`src/rtl/mult_control_unit.sv`:
```
// Purpose : sequencer for a 4x4 shift-add multiplier built from three 74194 registers.
// Latency : Start sampled at edge E0 -> Done high in the cycle after E10 (CLEAR, LOAD, 4x ADD/SHIFT, DONE).
// Backpr. : none; Start is sampled only in IDLE and ignored (never queued) while an operation runs.
//
// Ports:
//   clock      rising-edge clock
//   reset      asynchronous active-low reset
//   Start      begin one multiply (sampled in IDLE only)
//   Shift1     S1 per register: [2] multiplier, [1] upper product, [0] lower product
//   Shift0     S0 per register, same mapping; {S1,S0}: 00 hold, 01 shift right, 11 load
//   DataReset  active-low datapath clear, registered, also low while reset is low
//   Busy       operation in progress
//   Done       product valid
//
// Optional feature: define MULT_CTRL_DONE_HOLD_EN to hold DONE (Done=1, Busy=0)
// until Start is seen low; otherwise Done is a single-cycle pulse.
module mult_control_unit (
  input  logic       clock,
  input  logic       reset,
  input  logic       Start,
  output logic [2:0] Shift1,
  output logic [2:0] Shift0,
  output logic       DataReset,
  output logic       Busy,
  output logic       Done
);

  localparam logic [2:0] ST_IDLE  = 3'd0;
  localparam logic [2:0] ST_CLEAR = 3'd1;
  localparam logic [2:0] ST_LOAD  = 3'd2;
  localparam logic [2:0] ST_ADD   = 3'd3;
  localparam logic [2:0] ST_SHIFT = 3'd4;
  localparam logic [2:0] ST_DONE  = 3'd5;

  logic [2:0] state_q, state_d;
  logic [1:0] count_q, count_d;
  logic       data_reset_q, data_reset_d;

  // Next-state and iteration counter.
  always_comb begin
    state_d = state_q;
    count_d = count_q;
    case (state_q)
      ST_IDLE: begin
        if (Start) state_d = ST_CLEAR;
      end
      ST_CLEAR: begin
        count_d = 2'd0;
        state_d = ST_LOAD;
      end
      ST_LOAD: begin
        state_d = ST_ADD;
      end
      ST_ADD: begin
        state_d = ST_SHIFT;
      end
      ST_SHIFT: begin
        // Count wraps back to 0 on the fourth shift, ready for the next run.
        count_d = count_q + 2'd1;
        state_d = (count_q == 2'd3) ? ST_DONE : ST_ADD;
      end
      ST_DONE: begin
`ifdef MULT_CTRL_DONE_HOLD_EN
        // Leaving only on Start low forces a low-then-high edge for the next run.
        if (!Start) state_d = ST_IDLE;
`else
        state_d = ST_IDLE;
`endif
      end
      default: begin
        state_d = ST_IDLE;
      end
    endcase
    // Registered from next-state so the clear pin sees a clean flop output
    // that is low for exactly the CLEAR cycle.
    data_reset_d = (state_d != ST_CLEAR);
  end

  always_ff @(posedge clock or negedge reset) begin
    if (!reset) begin
      state_q      <= ST_IDLE;
      count_q      <= 2'd0;
      data_reset_q <= 1'b1;
    end else begin
      state_q      <= state_d;
      count_q      <= count_d;
      data_reset_q <= data_reset_d;
    end
  end

  // Gating with reset keeps the datapath cleared for the whole reset interval.
  assign DataReset = data_reset_q & reset;

  // Moore output decode.
  always_comb begin
    Shift1 = 3'b000;
    Shift0 = 3'b000;
    Busy   = 1'b1;
    Done   = 1'b0;
    case (state_q)
      ST_IDLE: begin
        Busy = 1'b0;
      end
      ST_LOAD: begin
        Shift1 = 3'b100;
        Shift0 = 3'b100;
      end
      ST_ADD: begin
        Shift1 = 3'b010;
        Shift0 = 3'b010;
      end
      ST_SHIFT: begin
        Shift1 = 3'b000;
        Shift0 = 3'b111;
      end
      ST_DONE: begin
        Done = 1'b1;
`ifdef MULT_CTRL_DONE_HOLD_EN
        Busy = 1'b0;
`endif
      end
      default: begin
      end
    endcase
  end

endmodule

```
`config.mk`:
```
export PLATFORM = sky130hd
export DESIGN_NAME = mult_control_unit
export DESIGN_NICKNAME = d
export VERILOG_FILES = /design/src/rtl/mult_control_unit.sv
export SDC_FILE = /design/constraint.sdc
export NUM_CORES = 1
export LEC_CHECK = 0
export CORE_AREA = 2 2 39 41
export CTS_CLUSTER_SIZE = 8
export DETAILED_ROUTE_END_ITERATION = 10
export DIE_AREA = 0 0 41 43
export PLACE_DENSITY_LB_ADDON = 0.25
export SETUP_SLACK_MARGIN = 0.02
export SLEW_MARGIN = 20
export SYNTH_ARGS = -nofsm -noshare
export SYNTH_HDL_FRONTEND = slang
export SYNTH_SLANG_ARGS = --single-unit
```
`constraint.sdc`:
```
create_clock -name clock -period 2.3 [get_ports clock]
set_clock_uncertainty 0.15 [all_clocks]
set_input_delay 0.345 -clock clock [delete_from_list [all_inputs] [get_ports clock]]
set_output_delay 0.345 -clock clock [all_outputs]
set_load 0.01 [all_outputs]
```
# [Word level (Yosys, flattened, before mapping)]
# Index checks and enable logic that the tools add are counted.
[classes] n_mul=0 shifts=0 reduce_logical=2 div=0 mux=8 n_bitwise=1 n_lt_le_gt_ge=0 n_addsub=1 eq_ne=7
[op_table] op="case mux 3 bit (5 select lines)" n=1
[op_table] op="case mux 3 bit (3 select lines)" n=1
[op_table] op="== test 3 x 2 -> 1 bit, second input constant" n=2
[op_table] op="== test 3 bit, second input constant" n=2
[op_table] op="2-to-1 mux 3 bit" n=2
[op_table] op="case mux 3 bit (2 select lines)" n=1
[op_table] op="case mux 2 bit (2 select lines)" n=1
[op_table] op="== test 3 x 1 -> 1 bit, second input constant" n=1
[op_table] op="zero test 3 bit" n=1
[op_table] op="inequality test 3 x 1 -> 1 bit, second input constant" n=1
[op_table] op="adder 2 x 1 -> 2 bit, second input constant" n=1
[op_table] op="== test 2 bit, second input constant" n=1
[op_table] op="2-to-1 mux 1 bit" n=2
[op_table] op="nonzero test 2 bit" n=1
[op_table] op="bitwise AND 1 bit" n=1
[totals] output_inout_bits=9 latchBits=0 ramBits=0 wordCells=22 regBits=6 mem_count=0 in_bits=3 romBits=0

# [Longest topological paths before layout]
[logic_depth] word_depth=4 ltp_mapped=3 mapped_depth_nobuf=3

# [Least setup slack after synthesis]
# Ideal clock, no wire load.
[synth_path] kind="reg2out" from="register state_q[1]" to="output port Shift0[1]" arrival_time_ns=0.983 path_slack_ns=0.822 path_stages_with_launch=4 t_required_ns=1.805 n_path_buf=1 cell_sequence="dfrtp_1 > buf_6 > nor3b_2 > or2_1"
[synth_between] elab_chain_cells=2 elab_cells_between_ends=4 cone_classes="eq/ne (3); mux (1)"
[synth_lines] element="start, declared" line="35" source="logic [2:0] state_q, state_d;"
[synth_lines] element="start signal, assigned" line="85" source="state_q <= state_d;"
[synth_lines] element="== test 3 bit or == test 3 x 2 -> 1 bit (tied branches)" line="100" source="case (state_q)"
[synth_lines] element="case mux 3 bit (3 select lines) (*)" line="100"
[synth_lines] element="end, declared" line="22" source="output logic [2:0] Shift0,"
# Every way passes the cells marked *; elsewhere a longest branch is shown, timed or not.

# [Final worst setup path]
[layout_path] from="register state_q[1]" to="output port Busy"
[layout_between] elab_chain_cells=2
[layout_lines] element="zero test 3 bit" line="100"
[layout_lines] element="2-to-1 mux 1 bit" line="100"
[layout_lines] element="end, declared" line="24" source="output logic Busy,"
# Every way passes these cells.

==> run summary <==
### Floorplanning
• **floorplan die height** 43 um
• **starting density of the core** 0.288
• **Die Area** 0.00176 mm2
• **core outline area** 0.00138 mm2
• **die boundary width** 41 um
• **I/O Pins** 12
• **# rows** 14

### Synth
• **proportion of synthesized flip-flops having asynchronous set or reset** 1.00
• **primary flip-flop cell chosen by synthesis mapping** sky130_fd_sc_hd__dfrtp_1
• **number of library cell types mapped by synthesis** 25
• **Seq/Total Area, Yosys** 0.379
• **post-synthesis sequential element count** 6
• **post-synthesis share of cell area spent on full adders, half adders and majority gates** 0.0313
• **number of enable flip-flop cells after synthesis** 0
• **multiplexer fraction of the synthesized cell area** 0
• **fraction of the mapped netlist area in compound gates** 0.147
• **post-synthesis xor/xnor area fraction** 0
• **largest family of logic cells by synthesized area** simple AND/OR/NAND/NOR gates
• **number of instances in the synthesized netlist** 39
• **Syn Nets** 43
• **simple logic cell fraction of the synthesized area** 0.320
• **post-synthesis instance area** 399 um2
• **Avg Inst Size Synth** 10.2 um2
• **Syn. warnings** 0

### Clock tree
• **TritonCTS Buffers** 3
• **# clock sinks** 6
• **maximum buffer depth of the clock tree** 2
• **clock edge transition at the registers on the reported setup and hold paths** 0.05 ns
• **CTS resizes** 0
• **postcts setup bufs** 0
• **htree depth** 1
• **Skew-Pair Late Insertion Delay** 0.24 ns
• **library cell used as clock root buffer** sky130_fd_sc_hd__clkbuf_4
• **TritonCTS clock tree** yes
• **hold_buf cts** 0

### Placement
• **count of buffers inserted at the top-level ports** 10
• **placer congestion estimate** 0.699
• **placed instance count** 65
• **placed wire-length estimate** 536 um

### Timing
• **top achievable clock speed** 477 MHz
• **Final Setup Violations** 0
• **setup repair after global routing missed its margin** no
• **Post-Route Setup TNS** 0 ns
• **Final min period** 2.10 ns
• **worst hold slack after final layout** 0.248 ns
• **number of max-slew violations in the final report** 0
• **period utilisation layout** 0.912
• **final hold violation count** 0

### Global routing
• **vias in the first global route** 293
• **largest net degree at the start of global routing** 13
• **leftover overflow at the end of global routing** 0
• **initial antenna violation count** 0
• **all-layer global routing usage** 0.107
• **wire length of the first global-routing pass** 1.25 mm

### Run status
• **run status** finished, final reports clean

### Final layout
• **count of placed standard cells in the final layout, fillers left out** 69
• **number of nets in the layout** 58
• **Filler cells** 150
• **footprint of the multi-input gates** 203 um2
• **most frequent standard cell in the layout excluding fill and tap cells** sky130_fd_sc_hd__clkdlybuf4s50_1
• **top library cells by usage in the layout, fill and taps aside** sky130_fd_sc_hd__clkdlybuf4s50_1, sky130_fd_sc_hd__dfrtp_1, sky130_fd_sc_hd__buf_4
• **layout-stage area growth over the synthesis result** 34.8%
• **share of cells above drive strength 1** 0.208
• **number of inserted diodes** 0
• **sequential cell area** 151 um2

### Worst setup path
• **start point of the critical path** state_q[1]
• **register-to-register setup slack** 0.94 ns
• **element type at the critical path end** primary output
• **depth of the worst register-to-register path** 3
• **data arrival time of the critical path** 1.60 ns
• **reg2reg start** count_q[0]
• **largest fanout of any net on the critical path** 8
• **Critical Path Start Type** flop
• **Critical Setup Path Class** flop to primary output
• **required time at the worst-slack endpoint** 1.80 ns
• **Worst setup endpoint** Busy
• **Reg2Reg Capture Point** count_q[1]

### Pwr
• **total leakage power** 0.245 nW
• **Worst VDD drop** 0.520 mV
• **Pwr Density** 1480 mW/mm2

### Drt
• **DRC** 0
• **number of DRC violations after detailed-routing iteration 0** 2
• **remaining antenna violation count after routing** 0
• **total length of routed wires** 687 um
• **Via-to-Cell Ratio** 4.54
• **drt first pass iters** 2
• **number of vias after detailed routing** 313
• **WL per Instance** 9.96 um

### Flow run
• **maxcap violations** 0

### Hold path
• **worst hold-check path type** primary input to asynchronous set/reset pin

metrics by stage:
stage	setup slack, ns	total power [mW]	instance area (um2)	utilization
2_1_floorplan	0.822	0.532	399	-
3_3_place_gp	0.325	0.694	512	0.370
3_5_place_dp	0.326	0.696	512	0.370
4_1_cts	0.172	0.813	538	0.389
5_1_grt	0.0932	0.872	538	0.389
6_report	0.202	0.794	538	0.389
where the power goes:
group          switching [mW]  internal [mW]  leakage [nW]  total (mW)
Sequential             0.0473          0.160        0.0725       0.207
Clock                  0.0401         0.0658        0.0150       0.106
Combinational           0.204          0.277         0.158       0.481
Total                   0.292          0.503         0.245       0.794
cell usage after synthesis, types with 2 or more instances:
cell type / count / area share
sky130_fd_sc_hd__a211o_1: 2 / 0.044
sky130_fd_sc_hd__nor2_1: 2 / 0.019
sky130_fd_sc_hd__buf_4: 2 / 0.038
sky130_fd_sc_hd__nand2b_1: 2 / 0.031
sky130_fd_sc_hd__dfrtp_1: 5 / 0.31
sky130_fd_sc_hd__nor3b_2: 2 / 0.063
sky130_fd_sc_hd__nor3_1: 2 / 0.025
sky130_fd_sc_hd__nor3b_1: 2 / 0.038
sky130_fd_sc_hd__buf_6: 2 / 0.056
sky130_fd_sc_hd__a21o_1: 2 / 0.038
sky130_fd_sc_hd__inv_1: 2 / 0.019
critical path, cell delays in order (launching register included):
cell and delay, ns:
sky130_fd_sc_hd__dfrtp_1 0.41, sky130_fd_sc_hd__buf_4 0.18, sky130_fd_sc_hd__nor3_1 0.24, sky130_fd_sc_hd__inv_1 0.06
sky130_fd_sc_hd__clkdlybuf4s50_1 0.47
how the worst min path moves through the flow:
stage          startpoint    endpoint  slack (ns)  depth (start not counted)
2_1_floorplan       reset  count_q[0]       -0.10                          0
6_report            reset  state_q[0]        0.25                          2
5_1_grt             reset  state_q[0]        0.28                          2
4_1_cts             reset  state_q[0]        0.25                          2
3_3_place_gp   count_q[1]  count_q[1]        0.35                          1
3_5_place_dp   count_q[1]  count_q[1]        0.36                          1
kinds of logic after synthesis:
| logic type | Yosys count |
|---|---|
| and+or+nand+nor | 17 |
| AOI/OAI and AO/OA | 8 |
| buffers and inverters | 6 |
| DFF | 6 |
| adders and majority gates | 1 |
| other | 1 |
state kept, by name, indices dropped and copies added, names as in the netlist:
register / cells
count_q: 2
state_q: 3
data_reset_q: 1
cell type report:
type | instances | share of cell area
repair buffers | 14 | 0.242
inverters | 2 | 0.0140
multi-input cells | 27 | 0.377
well taps | 16 | 0.0372
clock buffers | 4 | 0.0488
flip-flops and latches | 6 | 0.281
layer usage:
metal / vias to the layer above / share of wire / track usage
met5: - / 0 / 0
li1: 165 / - / -
met3: 2 / 0.047 / 0.0157
met2: 8 / 0.48 / 0.147
met1: 138 / 0.45 / 0.135
met4: 0 / 0.012 / 0.100
Note: power is estimated with default switching activity, not from simulation.
